--- config.mk ---
export PLATFORM = sky130hd
export DESIGN_NAME = wb_master_bridge_flat
export DESIGN_NICKNAME = d
export VERILOG_FILES = /design/src/rtl/wb_master_bridge_if.sv /design/src/rtl/wb_master_bridge.sv /design/src/flat_wrapper.sv
export SDC_FILE = /design/constraint.sdc
export NUM_CORES = 1
export LEC_CHECK = 0
export ABC_AREA = 1
export ABC_CLOCK_PERIOD_IN_PS = 1800
export BUFFER_PORTS_ARGS = -buffer_cell sky130_fd_sc_hd__buf_4
export CAP_MARGIN = 5
export CORE_MARGIN = 4
export CORE_UTILIZATION = 42
export DETAILED_ROUTE_END_ITERATION = 10
export GPL_TIMING_DRIVEN = 0
export PLACE_DENSITY = 0.76
export SLEW_MARGIN = 20
export SYNTH_ARGS = -nofsm -noshare
export SYNTH_HDL_FRONTEND = slang
export SYNTH_SLANG_ARGS = --single-unit
--- constraint.sdc ---
create_clock -name clk_i -period 1.8 [get_ports clk_i]
set_clock_uncertainty 0.2 [all_clocks]
set_input_delay 0.36 -clock clk_i [delete_from_list [all_inputs] [get_ports clk_i]]
set_output_delay 0.36 -clock clk_i [all_outputs]
set_load 0.05 [all_outputs]
--- src/rtl/wb_master_bridge_if.sv ---
// Wishbone master-side bus bundle for wb_master_bridge.
// Outputs toward the interconnect are *_o, returns from it are *_i.
interface wb_master_bus_t #(
  parameter int TAGSIZE = 1
);
  logic [31:0]        wb_adr_o;
  logic [31:0]        wb_dat_o;
  logic [3:0]         wb_sel_o;
  logic               wb_we_o;
  logic               wb_cyc_o;
  logic               wb_stb_o;
  logic               wb_lock_o;
  logic [TAGSIZE-1:0] wb_tgd_o;
  logic [TAGSIZE-1:0] wb_tga_o;
  logic [TAGSIZE-1:0] wb_tgc_o;
  logic [31:0]        wb_dat_i;
  logic [TAGSIZE-1:0] wb_tgd_i;
  logic               wb_ack_i;
  logic               wb_err_i;
  logic               wb_rty_i;
  logic               wb_gnt_i;

  modport master (
    output wb_adr_o, wb_dat_o, wb_sel_o, wb_we_o,
    output wb_cyc_o, wb_stb_o, wb_lock_o,
    output wb_tgd_o, wb_tga_o, wb_tgc_o,
    input  wb_dat_i, wb_tgd_i, wb_ack_i,
    input  wb_err_i, wb_rty_i, wb_gnt_i
  );

  modport slave (
    input  wb_adr_o, wb_dat_o, wb_sel_o, wb_we_o,
    input  wb_cyc_o, wb_stb_o, wb_lock_o,
    input  wb_tgd_o, wb_tga_o, wb_tgc_o,
    output wb_dat_i, wb_tgd_i, wb_ack_i,
    output wb_err_i, wb_rty_i, wb_gnt_i
  );
endinterface

--- src/rtl/wb_master_bridge.sv ---
// Valid/ready request -> single Wishbone master transaction bridge.
// Optional watchdog on the bus phase: define WB_BRIDGE_TIMEOUT_EN.
module wb_master_bridge #(
  parameter int TAGSIZE        = 1,
  parameter int MAX_RETRY      = 3,
  parameter int TIMEOUT_CYCLES = 255
) (
  input  logic        clk_i,
  input  logic        rstn_i,
  input  logic        req_valid_i,
  output logic        req_ready_o,
  input  logic        req_we_i,
  input  logic [31:0] req_adr_i,
  input  logic [31:0] req_dat_i,
  input  logic [3:0]  req_sel_i,
  output logic        rsp_valid_o,
  input  logic        rsp_ready_i,
  output logic [31:0] rsp_dat_o,
  output logic        rsp_err_o,
  wb_master_bus_t.master wb_master_bus
);

  localparam int RW = $clog2(MAX_RETRY + 2);

  typedef enum logic [1:0] {
    IDLE,
    REQ,
    BACKOFF,
    RSP
  } state_t;

  state_t        state_q;
  logic          we_q;
  logic [31:0]   adr_q;
  logic [31:0]   dat_q;
  logic [3:0]    sel_q;
  logic [RW-1:0] retry_q;
  logic [31:0]   rsp_dat_q;
  logic          rsp_err_q;

  logic gnt;
  logic t_err;
  logic t_rty;
  logic t_ack;
  logic retry_max;
  logic wdog_hit;
  logic in_req;
  logic unused_tgd;

  // Response lines are shared, so only a granted cycle may terminate.
  assign gnt       = wb_master_bus.wb_gnt_i;
  assign t_err     = gnt & wb_master_bus.wb_err_i;
  assign t_rty     = gnt & wb_master_bus.wb_rty_i;
  assign t_ack     = gnt & wb_master_bus.wb_ack_i;
  assign retry_max = (retry_q == RW'(MAX_RETRY));

`ifdef WB_BRIDGE_TIMEOUT_EN
  localparam int WW = $clog2(TIMEOUT_CYCLES + 1);
  logic [WW-1:0] wdog_q;
  assign wdog_hit = (wdog_q == WW'(TIMEOUT_CYCLES - 1));
`else
  assign wdog_hit = 1'b0;
`endif

  // Transaction FSM: latch request, run bus phase, hold response.
  always_ff @(posedge clk_i) begin
    if (!rstn_i) begin
      state_q   <= IDLE;
      we_q      <= 1'b0;
      adr_q     <= '0;
      dat_q     <= '0;
      sel_q     <= '0;
      retry_q   <= '0;
      rsp_dat_q <= '0;
      rsp_err_q <= 1'b0;
`ifdef WB_BRIDGE_TIMEOUT_EN
      wdog_q    <= '0;
`endif
    end else begin
      unique case (state_q)
        IDLE: begin
          if (req_valid_i) begin
            we_q    <= req_we_i;
            adr_q   <= req_adr_i;
            dat_q   <= req_dat_i;
            sel_q   <= req_sel_i;
            retry_q <= '0;
`ifdef WB_BRIDGE_TIMEOUT_EN
            wdog_q  <= '0;
`endif
            state_q <= REQ;
          end
        end
        REQ: begin
`ifdef WB_BRIDGE_TIMEOUT_EN
          wdog_q <= wdog_q + 1'b1;
`endif
          if (t_err) begin
            rsp_err_q <= 1'b1;
            rsp_dat_q <= '0;
            state_q   <= RSP;
          end else if (t_rty) begin
            if (retry_max) begin
              rsp_err_q <= 1'b1;
              rsp_dat_q <= '0;
              state_q   <= RSP;
            end else begin
              retry_q <= retry_q + 1'b1;
              state_q <= BACKOFF;
            end
          end else if (t_ack) begin
            rsp_err_q <= 1'b0;
            rsp_dat_q <= we_q ? 32'd0
                              : wb_master_bus.wb_dat_i;
            state_q   <= RSP;
          end else if (wdog_hit) begin
            rsp_err_q <= 1'b1;
            rsp_dat_q <= '0;
            state_q   <= RSP;
          end
        end
        BACKOFF: begin
`ifdef WB_BRIDGE_TIMEOUT_EN
          wdog_q  <= '0;
`endif
          state_q <= REQ;
        end
        RSP: begin
          if (rsp_ready_i) begin
            rsp_dat_q <= '0;
            rsp_err_q <= 1'b0;
            state_q   <= IDLE;
          end
        end
        default: state_q <= IDLE;
      endcase
    end
  end

  // Outputs decode straight from registered state.
  assign in_req      = (state_q == REQ);
  assign req_ready_o = (state_q == IDLE);
  assign rsp_valid_o = (state_q == RSP);
  assign rsp_dat_o   = rsp_dat_q;
  assign rsp_err_o   = rsp_err_q;

  // Bus drive: only the REQ state presents a cycle.
  assign wb_master_bus.wb_cyc_o  = in_req;
  assign wb_master_bus.wb_stb_o  = in_req;
  assign wb_master_bus.wb_we_o   = in_req & we_q;
  assign wb_master_bus.wb_adr_o  = in_req ? adr_q : 32'd0;
  assign wb_master_bus.wb_dat_o  = in_req ? dat_q : 32'd0;
  assign wb_master_bus.wb_sel_o  = in_req ? sel_q : 4'd0;
  assign wb_master_bus.wb_lock_o = 1'b0;
  assign wb_master_bus.wb_tgd_o  = '0;
  assign wb_master_bus.wb_tga_o  = '0;
  assign wb_master_bus.wb_tgc_o  = '0;

  assign unused_tgd = ^wb_master_bus.wb_tgd_i;

endmodule

--- src/flat_wrapper.sv ---
// flat-port wrapper written by rule: the top's interface ports become plain ports
module wb_master_bridge_flat 
#(
  parameter int TAGSIZE        = 1,
  parameter int MAX_RETRY      = 3,
  parameter int TIMEOUT_CYCLES = 255
)
  (clk_i, rstn_i, req_valid_i, req_ready_o, req_we_i, req_adr_i, req_dat_i, req_sel_i, rsp_valid_o, rsp_ready_i, rsp_dat_o, rsp_err_o, wb_master_bus_wb_adr_o, wb_master_bus_wb_dat_o, wb_master_bus_wb_sel_o, wb_master_bus_wb_we_o, wb_master_bus_wb_cyc_o, wb_master_bus_wb_stb_o, wb_master_bus_wb_lock_o, wb_master_bus_wb_tgd_o, wb_master_bus_wb_tga_o, wb_master_bus_wb_tgc_o, wb_master_bus_wb_dat_i, wb_master_bus_wb_tgd_i, wb_master_bus_wb_ack_i, wb_master_bus_wb_err_i, wb_master_bus_wb_rty_i, wb_master_bus_wb_gnt_i);
  wb_master_bus_t #(.TAGSIZE(TAGSIZE)) wb_master_bus_i ();
  input  logic clk_i;
  input  logic rstn_i;
  input  logic req_valid_i;
  output logic req_ready_o;
  input  logic req_we_i;
  input  logic [31:0] req_adr_i;
  input  logic [31:0] req_dat_i;
  input  logic [3:0] req_sel_i;
  output logic rsp_valid_o;
  input  logic rsp_ready_i;
  output logic [31:0] rsp_dat_o;
  output logic rsp_err_o;
  output wire logic [$bits(wb_master_bus_i.wb_adr_o)-1:0] wb_master_bus_wb_adr_o;
  output wire logic [$bits(wb_master_bus_i.wb_dat_o)-1:0] wb_master_bus_wb_dat_o;
  output wire logic [$bits(wb_master_bus_i.wb_sel_o)-1:0] wb_master_bus_wb_sel_o;
  output wire logic [$bits(wb_master_bus_i.wb_we_o)-1:0] wb_master_bus_wb_we_o;
  output wire logic [$bits(wb_master_bus_i.wb_cyc_o)-1:0] wb_master_bus_wb_cyc_o;
  output wire logic [$bits(wb_master_bus_i.wb_stb_o)-1:0] wb_master_bus_wb_stb_o;
  output wire logic [$bits(wb_master_bus_i.wb_lock_o)-1:0] wb_master_bus_wb_lock_o;
  output wire logic [$bits(wb_master_bus_i.wb_tgd_o)-1:0] wb_master_bus_wb_tgd_o;
  output wire logic [$bits(wb_master_bus_i.wb_tga_o)-1:0] wb_master_bus_wb_tga_o;
  output wire logic [$bits(wb_master_bus_i.wb_tgc_o)-1:0] wb_master_bus_wb_tgc_o;
  input wire logic [$bits(wb_master_bus_i.wb_dat_i)-1:0] wb_master_bus_wb_dat_i;
  input wire logic [$bits(wb_master_bus_i.wb_tgd_i)-1:0] wb_master_bus_wb_tgd_i;
  input wire logic [$bits(wb_master_bus_i.wb_ack_i)-1:0] wb_master_bus_wb_ack_i;
  input wire logic [$bits(wb_master_bus_i.wb_err_i)-1:0] wb_master_bus_wb_err_i;
  input wire logic [$bits(wb_master_bus_i.wb_rty_i)-1:0] wb_master_bus_wb_rty_i;
  input wire logic [$bits(wb_master_bus_i.wb_gnt_i)-1:0] wb_master_bus_wb_gnt_i;
  assign wb_master_bus_wb_adr_o = wb_master_bus_i.wb_adr_o;
  assign wb_master_bus_wb_dat_o = wb_master_bus_i.wb_dat_o;
  assign wb_master_bus_wb_sel_o = wb_master_bus_i.wb_sel_o;
  assign wb_master_bus_wb_we_o = wb_master_bus_i.wb_we_o;
  assign wb_master_bus_wb_cyc_o = wb_master_bus_i.wb_cyc_o;
  assign wb_master_bus_wb_stb_o = wb_master_bus_i.wb_stb_o;
  assign wb_master_bus_wb_lock_o = wb_master_bus_i.wb_lock_o;
  assign wb_master_bus_wb_tgd_o = wb_master_bus_i.wb_tgd_o;
  assign wb_master_bus_wb_tga_o = wb_master_bus_i.wb_tga_o;
  assign wb_master_bus_wb_tgc_o = wb_master_bus_i.wb_tgc_o;
  assign wb_master_bus_i.wb_dat_i = wb_master_bus_wb_dat_i;
  assign wb_master_bus_i.wb_tgd_i = wb_master_bus_wb_tgd_i;
  assign wb_master_bus_i.wb_ack_i = wb_master_bus_wb_ack_i;
  assign wb_master_bus_i.wb_err_i = wb_master_bus_wb_err_i;
  assign wb_master_bus_i.wb_rty_i = wb_master_bus_wb_rty_i;
  assign wb_master_bus_i.wb_gnt_i = wb_master_bus_wb_gnt_i;
  wb_master_bridge #(.TAGSIZE(TAGSIZE), .MAX_RETRY(MAX_RETRY), .TIMEOUT_CYCLES(TIMEOUT_CYCLES)) u_core (.clk_i(clk_i), .rstn_i(rstn_i), .req_valid_i(req_valid_i), .req_ready_o(req_ready_o), .req_we_i(req_we_i), .req_adr_i(req_adr_i), .req_dat_i(req_dat_i), .req_sel_i(req_sel_i), .rsp_valid_o(rsp_valid_o), .rsp_ready_i(rsp_ready_i), .rsp_dat_o(rsp_dat_o), .rsp_err_o(rsp_err_o), .wb_master_bus(wb_master_bus_i));
endmodule
# Word-level counts from Yosys, hierarchy flattened
# Index checks and enable logic that the tools add are counted.
# Widths: inputs -> output; s select.
[totals] output_inout_bits=110 inputBits=110 elab_cells=59 regBits=107
[classes] n_reduce_logical=7 muxes=28 n_bitwise=4 add_sub_neg=1 n_eq_ne=11
[op_table] operator="$mux 32" n=8
[op_table] operator="$pmux 32 s2" n=1
[op_table] operator="$mux 3" n=4
[op_table] operator="$mux 2" n=5
[op_table] operator="$pmux 2 s4" n=1
[op_table] operator="$mux 1" n=6
[op_table] operator="$ne 2x2->1 const B" n=3
[op_table] operator="$pmux 3 s2" n=1
[op_table] operator="$reduce_and 5->1" n=1
[op_table] operator="$and 1x1->1" n=4
[op_table] operator="$eq 2x2->1 const B" n=2
[op_table] operator="$mux 4" n=1
[op_table] operator="$ne 2x1->1 const B" n=2
[op_table] operator="$ne 4x1->1 const B" n=1
[op_table] operator="$ne 4x3->1 const B" n=1
[op_table] operator="$reduce_and 4->1" n=1
[op_table] operator="$reduce_bool 2->1" n=2
[op_table] operator="$add 3x1->3 const B" n=1
[op_table] operator="$eq 3x2->1 const B" n=1
[op_table] operator="$reduce_and 3->1" n=1
[op_table] operator="$eq 2x1->1 const B" n=1
[op_table] operator="$logic_not 2->1" n=1
[op_table] operator="$pmux 1 s2" n=1
[op_table] operator="$reduce_and 2->1" n=1

# Depth between registers and ports, before layout
[depth] depth_word=5 depth_mapped=9 depth_no_buf=8

# Worst setup path after synthesis
# OpenSTA, ideal clock, no wires.
[synth_path] kind="reg-to-output" from="register u_core.state_q[0]" to="output port wb_master_bus_wb_adr_o[0]" t_arrival_ns=2.017 setup_slack_ns=-0.777 required_ns=1.240 path_stages_with_launch=6 path_buffers=1 cell_sequence="dfxtp_1 > inv_2 > nor2_2 > inv_2 > clkbuf_1 > nor2_1"
[synth_between] elab_chain_len=2
[synth_rtl] element="from (decl)" line_no="wb_master_bridge.sv:32" text="state_t state_q;"
[synth_rtl] element="from (signal assigned)" line_no="wb_master_bridge.sv:68" text="state_q <= IDLE;"
[synth_rtl] element="from (signal assigned)" line_no="wb_master_bridge.sv:91" text="state_q <= REQ;"
[synth_rtl] element="from (signal assigned)" line_no="wb_master_bridge.sv:101" text="state_q <= RSP;"
[synth_rtl] element="$eq 2x1->1" line_no="wb_master_bridge.sv:141" text="assign in_req = (state_q == REQ);"
[synth_rtl] element="net wb_master_bus_wb_cyc_o" line_no="flat_wrapper.sv:26" text="output wire logic [$bits(wb_master_bus_i.wb_cyc_o)-1:0] wb_master_bus_wb_cyc_o;"
[synth_rtl] element="$mux 32" line_no="wb_master_bridge.sv:151" text="assign wb_master_bus.wb_adr_o = in_req ? adr_q : 32'd0;"
[synth_rtl] element="to (decl)" line_no="flat_wrapper.sv:22" text="output wire logic [$bits(wb_master_bus_i.wb_adr_o)-1:0] wb_master_bus_wb_adr_o;"
# The timed path passes the listed nets, and every way through them passes these cells.

# Worst setup path in the final report
[layout_path] from="register u_core.state_q[0]" to="output port wb_master_bus_wb_dat_o[7]"
[layout_between] elab_chain_len=2
[layout_rtl] element="$eq 2x1->1" line_no="wb_master_bridge.sv:141"
[layout_rtl] element="$mux 32" line_no="wb_master_bridge.sv:152" text="assign wb_master_bus.wb_dat_o = in_req ? dat_q : 32'd0;"
[layout_rtl] element="to (decl)" line_no="flat_wrapper.sv:23" text="output wire logic [$bits(wb_master_bus_i.wb_dat_o)-1:0] wb_master_bus_wb_dat_o;"
# Every way passes these cells.

==> results.toml <==
[floorplan]
fp.dieArea_sq_um = 12800
rows = 38
die_h_microns = 113
start_util = 0.429
pin_count = 220
core-area_sq_um = 10800
chipWidth_microns = 113

[final_layout]
multi_input_area_sq_um = 2430
seqCellArea_sq_um = 2150
diodes = 0
layout_common_cells = "152 x buf_4, 105 x dfxtp_1, 93 x inv_1"
final_nets = 1015
area_growth_pct = 68.0
nFillCells = 843
final_cells = 1047
layout_commonest_cell = "buf_4"
drive_gt1_frac = 0.401

[power_and_ir_drop]
combinationalPowerShare = 0.395
peakVddDrop_uv = 518
power_density_nw_per_um2 = 895
leakage_nw = 3.45
power_frac_seq = 0.395
switching_share = 0.381
switching_power_mw = 2.65
clkPwrFrac = 0.210
p_int_mw = 4.31

[synthesis]
yosysUniqueCellTypes = 22
synth_seq_cells = 107
ys_seq_area_frac = 0.463
yosysWarnings = 0
netlist_instances = 670
syn_area_sq_um = 4630
postSynthAreaPerCell_sq_um = 6.91

[drt]
vias_per_cell = 4.95
route.detailed.drc = 0
firstDrtPassIters = 5
wl_per_cell_microns = 14.5
drt_iter0_drc = 315
vias = 5182
drt-total-wl_microns = 15200
antenna_left = 0

[sta]
period_share = 1.15
tightest_slew_ps = 507
hold_viol = 0
fmaxAchievable_ghz = 0.485
fin_ws_ps = -262
relSlewSlack = 0.662
rsz0062_at_grt = "true"
fin_crit_ps = 2060
setup_viol = 84
slew_violations = 0

[worst_setup_path]
cp-end-kind = "output pin"
cp.required_ps = 1240
cp-start-kind = "flip-flop"
reg2reg_slack_ps = -50
path_class = "reg -> out"
crit_fanout = 10
worstPathArrival_ps = 1500

[cts]
numCtsBuffers = 9
cts-root-buf = "clkbuf_8"
cts_hold_buf = 0
clk_pin_slew_ps = 100
clock_sinks = 107
cts_tree = "yes"
htreeDepth = 3
cts_max_path_buffers = 2
clk_latency_ps = 350

[global_routing]
grt_max_degree = 17
grt.overflow.total = 0
grt_pass1_wl_microns = 24600
first_global_vias = 5289
antenna_found_initial = 0
grt_usage = 0.236

[placed_design]
gp_congestion = 0.843
dp_hpwl_microns = 11500
pre_cts_ws_ps = -182
io_buffers = 213
place_inst = 1026

[outcome]
status = "complete, but fails checks"
violations = "setup timing"

[hold_path]
hold_class = "in -> reg"

[flow_run]
drv_cap = 0
state kept, by name, indices dropped and copies added, names as in the netlist:
signal / cells
u_core.state_q: 2
u_core.rsp_dat_o: 32
u_core.sel_q: 4
u_core.rsp_err_o: 1
u_core.retry_q: 3
u_core.we_q: 1
u_core.adr_q: 32
u_core.dat_q: 32
cell type report:
type / instances / share of cell area
clock buffers: 11 / 0.0182
multi-input cells: 419 / 0.312
repair buffers: 219 / 0.264
flip-flops and latches: 107 / 0.276
inverters: 97 / 0.0483
plain buffers: 50 / 0.0521
well taps: 140 / 0.0225
clock inverters: 4 / 0.00660
Yosys cell counts:
library cell / number / share of area
buf_6: 2 / 0.0049
buf_4: 5 / 0.0081
a21oi_1: 73 / 0.079
conb_1: 1 / 0.00081
clkbuf_1: 25 / 0.020
a21oi_2: 1 / 0.0019
nor2_1: 152 / 0.12
nor2_4: 2 / 0.0049
nor2_2: 9 / 0.012
o21ai_0: 72 / 0.078
o21bai_2: 1 / 0.0024
nand3_1: 47 / 0.051
nand2_1: 52 / 0.042
inv_2: 2 / 0.0016
buf_2: 18 / 0.019
dfxtp_1: 107 / 0.46
nand2_2: 2 / 0.0027
inv_1: 94 / 0.076
ha_1: 2 / 0.0054
clkinv_1: 1 / 0.00081
nor3_1: 1 / 0.0011
nand4_1: 1 / 0.0014
timing repair:
action / 4_1_cts / 5_1_grt
setup endpoints to repair: 111 / 142
endpoints found under the hold margin: 0 / 0
cloned: 0 / 1
setup buffers: 3 / 2
resized for setup: 96 / 64
pin swaps: 2 / 0
path summary, 6_finish.rpt:
kind	cells past startpoint	endpoint	start
worst max register to register	9	u_core.rsp_dat_o[23]	u_core.retry_q[0]
worst min register to register	2	u_core.adr_q[0]	u_core.adr_q[0]
worst max-delay path	6	wb_master_bus_wb_dat_o[7]	u_core.state_q[0]
worst min-delay path	3	u_core.adr_q[6]	req_adr_i[6]
cells by family after synthesis:
logic type / synth area share
AOI/OAI and AO/OA: 0.161
adders and majority gates: 0.00541
buffers and inverters: 0.131
DFF: 0.463
other: 0.000810
and+or+nand+nor: 0.238
critical path, stage by stage (launching register included):
cell	delay, ps
dfxtp_4	360
inv_2	50
nor2_4	150
inv_6	100
clkbuf_16	200
nor2_4	120
buf_8	150
per-layer routing:
layer  global-route usage  vias to the layer above  share of wire
li1                     -                     2541              -
met1                0.267                     2402           0.38
met2                0.416                      212           0.50
met3               0.0791                       27          0.096
met4               0.0801                        0          0.020
met5                    0                        -              0
power by group through the flow:
| stage | combinational, mW | clock, mW | sequential [mW] |
|---|---|---|---|
| floorplan | 1.46 | 0 | 3.11 |
| finish | 2.75 | 1.46 | 2.75 |
| detailed placement | 2.50 | 0 | 2.81 |
| global route | 2.96 | 1.57 | 2.78 |
| CTS | 2.67 | 1.49 | 2.75 |
| global placement | 2.46 | 0 | 2.79 |
through the flow:
stage | TNS (ps) | hold WS (ps) | utilization | instance area [sq um] | power, mW
after floorplan | -34340 | 248 | - | 5210 | 4.57
after global placement | -5950 | 262 | 0.647 | 6980 | 5.25
after detailed placement | -9390 | 272 | 0.647 | 6980 | 5.31
after CTS | -17850 | 55.0 | 0.703 | 7590 | 6.91
after global routing | -25480 | 68.0 | 0.721 | 7780 | 7.31
final | -16170 | 68.8 | 0.721 | 7780 | 6.96
No activity file was read; power rests on OpenSTA's default activity.
